<file path="src/rtl/fmac_fifo_wr_arb_if.sv">
// Write-side bundle between the two frame sources, the MAC FIFO write port and the arbiter.
// The master side drives requests and FIFO status; the slave side is the arbiter.
`timescale 1ns/1ps
interface fmac_fifo_wr_arb_if #(
   parameter int WIDTH = 8,
   parameter int PTR   = 12
);
   logic             req0, req1;
   logic [PTR:0]     len0, len1;
   logic [WIDTH-1:0] data0, data1;
   logic             valid0, valid1;
   logic             rdy0, rdy1;
   logic             gnt0, gnt1;
   logic             done0, done1;
   logic             err0, err1;
   logic             fifo_wrreq;
   logic [WIDTH-1:0] fifo_data;
   logic [PTR:0]     fifo_wrusedw;
   logic             fifo_wrfull;
   logic             busy;
   logic             owner;

   modport master (
      output req0, req1, len0, len1, data0, data1, valid0, valid1,
      output fifo_wrusedw, fifo_wrfull,
      input  rdy0, rdy1, gnt0, gnt1, done0, done1, err0, err1,
      input  fifo_wrreq, fifo_data, busy, owner
   );

   modport slave (
      input  req0, req1, len0, len1, data0, data1, valid0, valid1,
      input  fifo_wrusedw, fifo_wrfull,
      output rdy0, rdy1, gnt0, gnt1, done0, done1, err0, err1,
      output fifo_wrreq, fifo_data, busy, owner
   );
endinterface

</file>
<file path="src/rtl/fmac_fifo_wr_arb.sv">
// Packet-granular round-robin arbiter for the MAC FIFO write port: a requester is granted
// only when the FIFO can hold its whole packet, then its bytes are steered in until len expires.
//
// state     | meaning
// ----------+-----------------------------------------------------------------
// ST_IDLE   | pick a requester; grant, reject (bad len) or wait for space
// ST_XFER   | owner's bytes flow into the FIFO, cnt counts down to the last byte
// ST_SETTLE | idle gap so fifo_wrusedw catches up before the next decision
`timescale 1ns/1ps
module fmac_fifo_wr_arb #(
   parameter int WIDTH  = 8,
   parameter int DEPTH  = 4096,
   parameter int PTR    = 12,
   parameter int SETTLE = 2
) (
   input  logic               clk,
   input  logic               reset_,
   fmac_fifo_wr_arb_if.slave  bus
);

   localparam logic [1:0] ST_IDLE   = 2'd0;
   localparam logic [1:0] ST_XFER   = 2'd1;
   localparam logic [1:0] ST_SETTLE = 2'd2;

   localparam logic [PTR:0] DEPTH_V  = (PTR+1)'(DEPTH);
   localparam logic [PTR:0] ONE_V    = (PTR+1)'(1);
   localparam logic [2:0]   SETTLE_V = 3'(SETTLE);

   logic [1:0]       state;
   logic [PTR:0]     cnt;
   logic [2:0]       settle_cnt;
   logic             last_owner;
   logic             owner_q;
   logic [WIDTH-1:0] data_q;
   logic [1:0]       gnt_q, done_q, err_q;

   logic             sel_any, sel;
   logic [PTR:0]     sel_len, space;
   logic             len_bad, fits;
   logic             rdy_own, valid_own, wr;
   logic [WIDTH-1:0] data_own;

   // On a tie the requester that did not go last wins.
   always_comb begin
      sel_any = bus.req0 | bus.req1;
      sel     = (bus.req0 & bus.req1) ? ~last_owner : bus.req1;
      sel_len = sel ? bus.len1 : bus.len0;
      len_bad = (sel_len == '0) || (sel_len > DEPTH_V);
      space   = DEPTH_V - bus.fifo_wrusedw;
      fits    = (space >= sel_len);
   end

   assign rdy_own   = (state == ST_XFER) & ~bus.fifo_wrfull;
   assign valid_own = owner_q ? bus.valid1 : bus.valid0;
   assign data_own  = owner_q ? bus.data1  : bus.data0;
   assign wr        = rdy_own & valid_own;

   assign bus.rdy0       = rdy_own & ~owner_q;
   assign bus.rdy1       = rdy_own &  owner_q;
   assign bus.fifo_wrreq = wr;
   assign bus.fifo_data  = wr ? data_own : data_q;
   assign bus.busy       = (state != ST_IDLE);
   assign bus.owner      = owner_q;
   assign bus.gnt0       = gnt_q[0];
   assign bus.gnt1       = gnt_q[1];
   assign bus.done0      = done_q[0];
   assign bus.done1      = done_q[1];
   assign bus.err0       = err_q[0];
   assign bus.err1       = err_q[1];

   always_ff @(posedge clk or negedge reset_) begin
      if (!reset_) begin
         state      <= ST_IDLE;
         cnt        <= '0;
         settle_cnt <= '0;
         last_owner <= 1'b1;
         owner_q    <= 1'b0;
         data_q     <= '0;
         gnt_q      <= '0;
         done_q     <= '0;
         err_q      <= '0;
      end else begin
         gnt_q  <= '0;
         done_q <= '0;
         err_q  <= '0;
         if (wr) data_q <= data_own;
         case (state)
            ST_IDLE: begin
               if (sel_any) begin
                  if (len_bad) begin
                     err_q      <= sel ? 2'b10 : 2'b01;
                     last_owner <= sel;
                     settle_cnt <= SETTLE_V;
                     state      <= ST_SETTLE;
                  end else if (fits) begin
                     gnt_q      <= sel ? 2'b10 : 2'b01;
                     cnt        <= sel_len;
                     owner_q    <= sel;
                     last_owner <= sel;
                     state      <= ST_XFER;
                  end
               end
            end
            ST_XFER: begin
               if (wr) begin
                  cnt <= cnt - ONE_V;
                  if (cnt == ONE_V) begin
                     done_q     <= owner_q ? 2'b10 : 2'b01;
                     settle_cnt <= SETTLE_V;
                     state      <= ST_SETTLE;
                  end
               end
            end
            ST_SETTLE: begin
               settle_cnt <= settle_cnt - 3'd1;
               if (settle_cnt <= 3'd1) state <= ST_IDLE;
            end
            default: state <= ST_IDLE;
         endcase
      end
   end

endmodule

</file>
<file path="src/flat_wrapper.sv">
// flat-port wrapper written by rule: the top's interface ports become plain ports
module fmac_fifo_wr_arb_flat 
#(
   parameter int WIDTH  = 8,
   parameter int DEPTH  = 4096,
   parameter int PTR    = 12,
   parameter int SETTLE = 2
)
  (clk, reset_, bus_req0, bus_req1, bus_len0, bus_len1, bus_data0, bus_data1, bus_valid0, bus_valid1, bus_fifo_wrusedw, bus_fifo_wrfull, bus_rdy0, bus_rdy1, bus_gnt0, bus_gnt1, bus_done0, bus_done1, bus_err0, bus_err1, bus_fifo_wrreq, bus_fifo_data, bus_busy, bus_owner);
  fmac_fifo_wr_arb_if #(.WIDTH(WIDTH), .PTR(PTR)) bus_i ();
  input  logic clk;
  input  logic reset_;
  input wire logic [$bits(bus_i.req0)-1:0] bus_req0;
  input wire logic [$bits(bus_i.req1)-1:0] bus_req1;
  input wire logic [$bits(bus_i.len0)-1:0] bus_len0;
  input wire logic [$bits(bus_i.len1)-1:0] bus_len1;
  input wire logic [$bits(bus_i.data0)-1:0] bus_data0;
  input wire logic [$bits(bus_i.data1)-1:0] bus_data1;
  input wire logic [$bits(bus_i.valid0)-1:0] bus_valid0;
  input wire logic [$bits(bus_i.valid1)-1:0] bus_valid1;
  input wire logic [$bits(bus_i.fifo_wrusedw)-1:0] bus_fifo_wrusedw;
  input wire logic [$bits(bus_i.fifo_wrfull)-1:0] bus_fifo_wrfull;
  output wire logic [$bits(bus_i.rdy0)-1:0] bus_rdy0;
  output wire logic [$bits(bus_i.rdy1)-1:0] bus_rdy1;
  output wire logic [$bits(bus_i.gnt0)-1:0] bus_gnt0;
  output wire logic [$bits(bus_i.gnt1)-1:0] bus_gnt1;
  output wire logic [$bits(bus_i.done0)-1:0] bus_done0;
  output wire logic [$bits(bus_i.done1)-1:0] bus_done1;
  output wire logic [$bits(bus_i.err0)-1:0] bus_err0;
  output wire logic [$bits(bus_i.err1)-1:0] bus_err1;
  output wire logic [$bits(bus_i.fifo_wrreq)-1:0] bus_fifo_wrreq;
  output wire logic [$bits(bus_i.fifo_data)-1:0] bus_fifo_data;
  output wire logic [$bits(bus_i.busy)-1:0] bus_busy;
  output wire logic [$bits(bus_i.owner)-1:0] bus_owner;
  assign bus_i.req0 = bus_req0;
  assign bus_i.req1 = bus_req1;
  assign bus_i.len0 = bus_len0;
  assign bus_i.len1 = bus_len1;
  assign bus_i.data0 = bus_data0;
  assign bus_i.data1 = bus_data1;
  assign bus_i.valid0 = bus_valid0;
  assign bus_i.valid1 = bus_valid1;
  assign bus_i.fifo_wrusedw = bus_fifo_wrusedw;
  assign bus_i.fifo_wrfull = bus_fifo_wrfull;
  assign bus_rdy0 = bus_i.rdy0;
  assign bus_rdy1 = bus_i.rdy1;
  assign bus_gnt0 = bus_i.gnt0;
  assign bus_gnt1 = bus_i.gnt1;
  assign bus_done0 = bus_i.done0;
  assign bus_done1 = bus_i.done1;
  assign bus_err0 = bus_i.err0;
  assign bus_err1 = bus_i.err1;
  assign bus_fifo_wrreq = bus_i.fifo_wrreq;
  assign bus_fifo_data = bus_i.fifo_data;
  assign bus_busy = bus_i.busy;
  assign bus_owner = bus_i.owner;
  fmac_fifo_wr_arb #(.WIDTH(WIDTH), .DEPTH(DEPTH), .PTR(PTR), .SETTLE(SETTLE)) u_core (.clk(clk), .reset_(reset_), .bus(bus_i));
endmodule
</file>
<file path="config.mk">
export PLATFORM = sky130hd
export DESIGN_NAME = fmac_fifo_wr_arb_flat
export DESIGN_NICKNAME = d
export VERILOG_FILES = /design/src/rtl/fmac_fifo_wr_arb_if.sv /design/src/rtl/fmac_fifo_wr_arb.sv /design/src/flat_wrapper.sv
export SDC_FILE = /design/constraint.sdc
export NUM_CORES = 1
export LEC_CHECK = 0
export ABC_CLOCK_PERIOD_IN_PS = 3150
export BUFFER_PORTS_ARGS = -buffer_cell sky130_fd_sc_hd__buf_2
export CORE_MARGIN = 10
export CORE_UTILIZATION = 49
export CTS_BUF_LIST = sky130_fd_sc_hd__clkbuf_8
export DETAILED_ROUTE_END_ITERATION = 8
export PLACE_DENSITY = 0.88
export SLEW_MARGIN = 20
export SYNTH_ARGS = -nofsm -noshare
export SYNTH_HDL_FRONTEND = slang
export SYNTH_SLANG_ARGS = --single-unit
export TNS_END_PERCENT = 10
</file>
<file path="constraint.sdc">
create_clock -name clk -period 3.15 [get_ports clk]
set_input_delay 0.7875 -clock clk [delete_from_list [all_inputs] [get_ports clk]]
set_output_delay 0.7875 -clock clk [all_outputs]
set_load 0.01 [all_outputs]
</file>
After elaboration in Yosys (flattened, before gate mapping)
Index checks and enable logic that the tools add are counted.
{"block": "totals", "ff_bits": 34, "in_bits": 62, "out_inout_bits": 19, "wordCells": 84}
{"block": "classes", "n_addsub": 3, "magnitude_cmp": 3, "n_eq_ne": 11, "n_mux": 36, "bitwise_logic": 10, "n_reduce_logical": 12}
{"op": "$mux W13", "n": 5}
{"op": "$mux W2", "n": 18}
{"op": "$pmux W13 S2", "n": 1}
{"op": "$mux W8", "n": 2}
{"op": "$reduce_and A5 Y1", "n": 3}
{"op": "$eq A13 B1 Y1 const B", "n": 1}
{"op": "$ge A13 B13 Y1", "n": 1}
{"op": "$gt A13 B13 Y1 const B", "n": 1}
{"op": "$logic_not A13 Y1", "n": 1}
{"op": "$sub A13 B1 Y13 const B", "n": 1}
{"op": "$sub A13 B13 Y13 const A", "n": 1}
{"op": "$mux W3", "n": 4}
{"op": "$ne A2 B1 Y1 const B", "n": 5}
{"op": "$pmux W3 S3", "n": 1}
{"op": "$pmux W2 S3", "n": 1}
{"op": "$reduce_bool A2 Y1", "n": 3}
{"op": "$and A1 B1 Y1", "n": 5}
{"op": "$mux W1", "n": 4}
{"op": "$ne A2 B2 Y1 const B", "n": 2}
{"op": "$not A1 Y1", "n": 4}
{"op": "$reduce_and A4 Y1", "n": 1}
{"op": "$le A3 B1 Y1 const B", "n": 1}
{"op": "$ne A3 B1 Y1 const B", "n": 1}
{"op": "$reduce_and A3 Y1", "n": 1}
{"op": "7 further kinds", "n": 7}

Logic depth before layout (Yosys ltp)
{"block": "depth", "word_depth": 8, "ltp_mapped": 14, "mapped_depth_nobuf": 13}

Worst setup path before layout
No wires, ideal clock.
{"block": "synth_path", "kind": "input-to-reg", "from": "in bus_req1", "to": "reg u_core.cnt[12]", "setup_ns": 0.121, "arrival_ns": 3.391, "required_time_ns": 3.029, "setup_slack_ns": -0.362, "path_stages": 11, "path_buffers": 3, "cell_sequence": "a21bo_2 > buf_4 > buf_1 > mux2i_1 > ha_1 > a22o_1 > o41ai_1 > o2111ai_1 > and3_4 > buf_6 > a22o_1"}
{"block": "synth_via", "elab_chain_cells": 7, "elab_cells_between_ends": 16, "cone_classes": "2 x order compare; 3 x eq/ne; 6 x mux; 2 x bitwise; 3 x reduce/logical"}
{"element": "from (decl)", "line": "flat_wrapper.sv:14", "text": "input wire logic [$bits(bus_i.req1)-1:0] bus_req1;"}
{"element": "$and A1 B1 Y1", "line": "fmac_fifo_wr_arb.sv:46", "text": "sel = (bus.req0 & bus.req1) ? ~last_owner : bus.req1;"}
{"element": "$mux W1", "line": "fmac_fifo_wr_arb.sv:46"}
{"element": "$mux W13", "line": "fmac_fifo_wr_arb.sv:47", "text": "sel_len = sel ? bus.len1 : bus.len0;"}
{"element": "$gt A13 B13 Y1, or another cell as far along", "line": "fmac_fifo_wr_arb.sv:48", "text": "len_bad = (sel_len == '0) || (sel_len > DEPTH_V);"}
{"element": "$logic_or A1 B1 Y1 or $mux W13 (tied branches)", "line": "fmac_fifo_wr_arb.sv:48, fmac_fifo_wr_arb.sv:90"}
{"element": "$ne A2 B2 Y1 (no source line) or $mux W13 (tied branches)"}
{"element": "$reduce_and A5 Y1 (no source line) or $pmux W13 S2 (tied branches)"}
{"element": "to (signal assigned)", "line": "fmac_fifo_wr_arb.sv:97", "text": "cnt <= sel_len;"}
{"element": "to (signal assigned)", "line": "fmac_fifo_wr_arb.sv:106", "text": "cnt <= cnt - ONE_V;"}
{"element": "to (decl)", "line": "fmac_fifo_wr_arb.sv:30", "text": "logic [PTR:0] cnt;"}
Parallel ways exist; a longest one is shown, timed or not. The select of a mux whose other input is x is not followed.
A chain may end at the register's enable or synchronous reset.

Worst setup path in the final report
{"block": "layout_path", "from": "in bus_fifo_wrusedw[2]", "to": "reg u_core.cnt[5]"}
{"block": "layout_via", "elab_chain_cells": 4}
{"element": "from (decl)", "line": "flat_wrapper.sv:21", "text": "input wire logic [$bits(bus_i.fifo_wrusedw)-1:0] bus_fifo_wrusedw;"}
{"element": "$sub A13 B13 Y13", "line": "fmac_fifo_wr_arb.sv:49", "text": "space = DEPTH_V - bus.fifo_wrusedw;"}
{"element": "$ge A13 B13 Y1", "line": "fmac_fifo_wr_arb.sv:50", "text": "fits = (space >= sel_len);"}
{"element": "$ne A2 B1 Y1 (no source line)"}
{"element": "$reduce_and A5 Y1 (no source line)"}
Every way passes these cells.

==> impl_metrics.env <==
export IMPL_path_clk_slew_ns=0.08
export IMPL_holdCritPathClass="in -> async"
export IMPL_report_final_hold_viol_count=0
export IMPL_fin_area_um2=3760
export IMPL_setup_viol=0
export IMPL_grt_pass1_vias=2859
export IMPL_synth_area_top_cells="dfrtp_1, ha_1, mux2i_1"
export IMPL_cp_max_fo=7
export IMPL_die_x_um=94.4
export IMPL_period_share_pct=99.6
export IMPL_rows=27
export IMPL_n_fill_cell=392
export IMPL_htree_levels=2
export IMPL_max_vdd_ir_drop_mv=0.367
export IMPL_wl_per_cell_um=17.3
export IMPL_final_common_cell="buf_2"
export IMPL_grt_pass1_wl_um=13300
export IMPL_cts_buffers=5
export IMPL_postCtsHoldBufs=0
export IMPL_cts_tree="built"
export IMPL_postPlaceCellArea_um2=3420
export IMPL_synth_cell_types=56
export IMPL_grt_ovfl_total=0
export IMPL_synth_top_family_by_area="simple AND/OR/NAND/NOR gates"
export IMPL_leakage_nw=1.83
export IMPL_track_usage_pct=18.1
export IMPL_portBuffers=80
export IMPL_grt_setup_unrepaired="yes"
export IMPL_start_util_pct=49.8
export IMPL_critPathKind="in -> reg"
export IMPL_routabilityCongestion=0.898
export IMPL_async_reset_ff_share_pct=100
export IMPL_syn_area_per_cell_um2=8.94
export IMPL_critPathBufInv=2
export IMPL_yosys_warnings=0
export IMPL_clk_latency_ns=0.30
export IMPL_drive_above_1_share_pct=40.1
export IMPL_io_pins=81
export IMPL_cellPowerDensity_nw_per_um2=731
export IMPL_via_count=2820
export IMPL_core_area_um2=5440
export IMPL_synth_top_cell_area_share_pct=30.5
export IMPL_max_slew_margin_pct=50.6
export IMPL_finalClockSkew_ns=0.0105
export IMPL_r2r_start="u_core.last_owner"
export IMPL_cts_root_buf="clkbuf_8"
export IMPL_grt_max_degree=35
export IMPL_cp_required_ns=3.34
export IMPL_synth_yosys_seq_area_share_pct=31.5
export IMPL_r2r_cells=8
export IMPL_synth_xor_area_share_pct=4.53
export IMPL_vias_per_cell=5.80
export IMPL_antenna_found_initial=0
export IMPL_start_kind="input port"
export IMPL_ys_ff_latch=34
export IMPL_synth_fp_nets=383
export IMPL_num_antenna_cells=0
export IMPL_nNetsFinal=493
export IMPL_dp_hpwl_um=6390
export IMPL_drt_iter0_drc=307
export IMPL_area_growth_pct=38.7
export IMPL_first_pass_iters=4
export IMPL_netlist_instances=303
export IMPL_routed_wl_um=8430
export IMPL_clk_path_buf_depth=2
export IMPL_die_h_um=94.4
export IMPL_worst_pin_slew_ns=0.741
export IMPL_critPathCaptureType="flop"
export IMPL_max_freq_mhz=319
export IMPL_synthMuxAreaShare_pct=10.2
export IMPL_critPathMaxStageDelay_ns=0.42
export IMPL_dp_cells=475
export IMPL_cts_sinks=34
export IMPL_cp_slowest_cell="or3_4"
export IMPL_synth_edf_count=0
export IMPL_drc_errors=0
export IMPL_synth_fa_ha_area_share_pct=8.31
export IMPL_syn_area_um2=2710
export IMPL_synth_top_flop_cell="dfrtp_1"
export IMPL_die_area_um2=8900
export IMPL_status="complete, no violations"
export IMPL_ant_nets=0
export IMPL_synth_compound_area_share_pct=19.1
export IMPL_stdcell_count=486
export IMPL_cp_common_cell="nand3_2"
export IMPL_max_cap_violations=0
export IMPL_yosysTopAreaCell="dfrtp_1"
export IMPL_slew_violations=0
export IMPL_r2r_slack_ns=0.20
export IMPL_worst_path_dominant_cell_family="simple AND/OR/NAND/NOR gates"
export IMPL_min_period_ns=3.14
export IMPL_path_cells="buf_2 > nor2_4 > nand3_2 > or3_4 > nor3_4 > xnor2_1 > ha_1 > nand4_1 > a211oi_2 > o41ai_4 > o2111ai_4 > buf_12 > nand3_2 > a32o_1"
export IMPL_worstPathArrival_ns=3.33
export IMPL_most_common_layout_cells="buf_2, buf_4, dfrtp_1, nor2_1, mux2i_1"
export IMPL_yosys_area_share_simple_pct=20.6
export IMPL_timing_rr_end="u_core.cnt[5]"
==> cells by family after synthesis <==
logic type / count (synthesis)
AOI/OAI and AO/OA: 75
muxes: 25
DFF: 34
adders and majority gates: 18
xor gates and xnor gates: 14
and+or+nand+nor: 107
buffers and inverters: 30
==> final cells by class <==
| class | instances | area, um2 | area share (%) |
|---|---|---|---|
| flip-flops and latches | 34 | 852 | 22.7 |
| clock inverters | 3 | 68.8 | 1.83 |
| repair buffers | 117 | 733 | 19.5 |
| inverters | 15 | 63.8 | 1.70 |
| multi-input cells | 240 | 1880 | 50.0 |
| clock buffers | 5 | 68.8 | 1.83 |
| well taps | 72 | 90.1 | 2.40 |
==> sequential cells by signal, indices dropped and copies added (netlist names), 2 cells and up <==
name               count
u_core.data_q          8
u_core.cnt            13
u_core.done_q          2
u_core.state           2
u_core.err_q           2
u_core.settle_cnt      3
u_core.gnt_q           2
==> stage by stage <==
step / hold WS [ns] / setup TNS [ns] / setup slack (ns) / power, mW / util, %
6_report: 0.547 / 0 / 0.0125 / 2.74 / 69.1
5_1_grt: 0.563 / -1.14 / -0.103 / 2.94 / 69.1
4_1_cts: 0.548 / -0.0387 / -0.0229 / 2.63 / 65.4
3_5_place_dp: 0.532 / -4.46 / -0.324 / 2.14 / 62.9
3_3_place_gp: 0.497 / -2.58 / -0.232 / 2.07 / 62.9
2_1_floorplan: 0.482 / -0.957 / -0.122 / 1.74 / -
==> synthesized netlist by cell type (4+ instances only) <==
cell type   n
mux2i_1    22
buf_4       4
a21oi_1    21
clkbuf_1    5
o21ai_0    12
xor2_1      5
nand4_1     5
nand2_1    20
ha_1       18
nor2_1     33
a22o_1      4
a41oi_1     5
nand3_1    11
o31ai_1     4
nor4_1      9
inv_1      15
nor3_1      9
xnor2_1     9
a21o_1      6
dfrtp_1    33
==> worst max-delay path by stage <==
stage | start | end | slack, ns | cells past startpoint
after global routing | bus_fifo_wrusedw[1] | u_core.cnt[1] | -0.10 | 14
after global placement | bus_fifo_wrusedw[0] | u_core.last_owner | -0.23 | 13
after detailed placement | bus_fifo_wrusedw[0] | u_core.cnt[1] | -0.32 | 14
final | bus_fifo_wrusedw[2] | u_core.cnt[5] | 0.01 | 14
after CTS | bus_fifo_wrusedw[0] | u_core.last_owner | -0.02 | 13
after floorplan | bus_fifo_wrusedw[0] | u_core.cnt[12] | -0.12 | 14
==> timing repair <==
action | CTS | global route
hold endpoints to repair | 0 | 0
buffers inserted | 0 | 1
resized for setup | 0 | 33
pin swaps | 0 | 17
gates cloned | 0 | 2
setup endpoints to repair | 2 | 18
==> power breakdown <==
group / total (mW) / switching (mW) / internal, mW
logic: 1.45 / 0.798 / 0.650
clock network: 0.488 / 0.172 / 0.317
registers: 0.808 / 0.181 / 0.627
total: 2.74 / 1.15 / 1.59
==> per-layer routing <==
metal  up-vias  part of all wire, %  track usage, %
met1      1323                   41            22.6
li1       1335                    -               -
met3        19                  9.5            4.76
met4         0                  2.2            7.97
met5         -                    0               0
met2       143                   47            28.7
(Power assumes the default switching activity.)
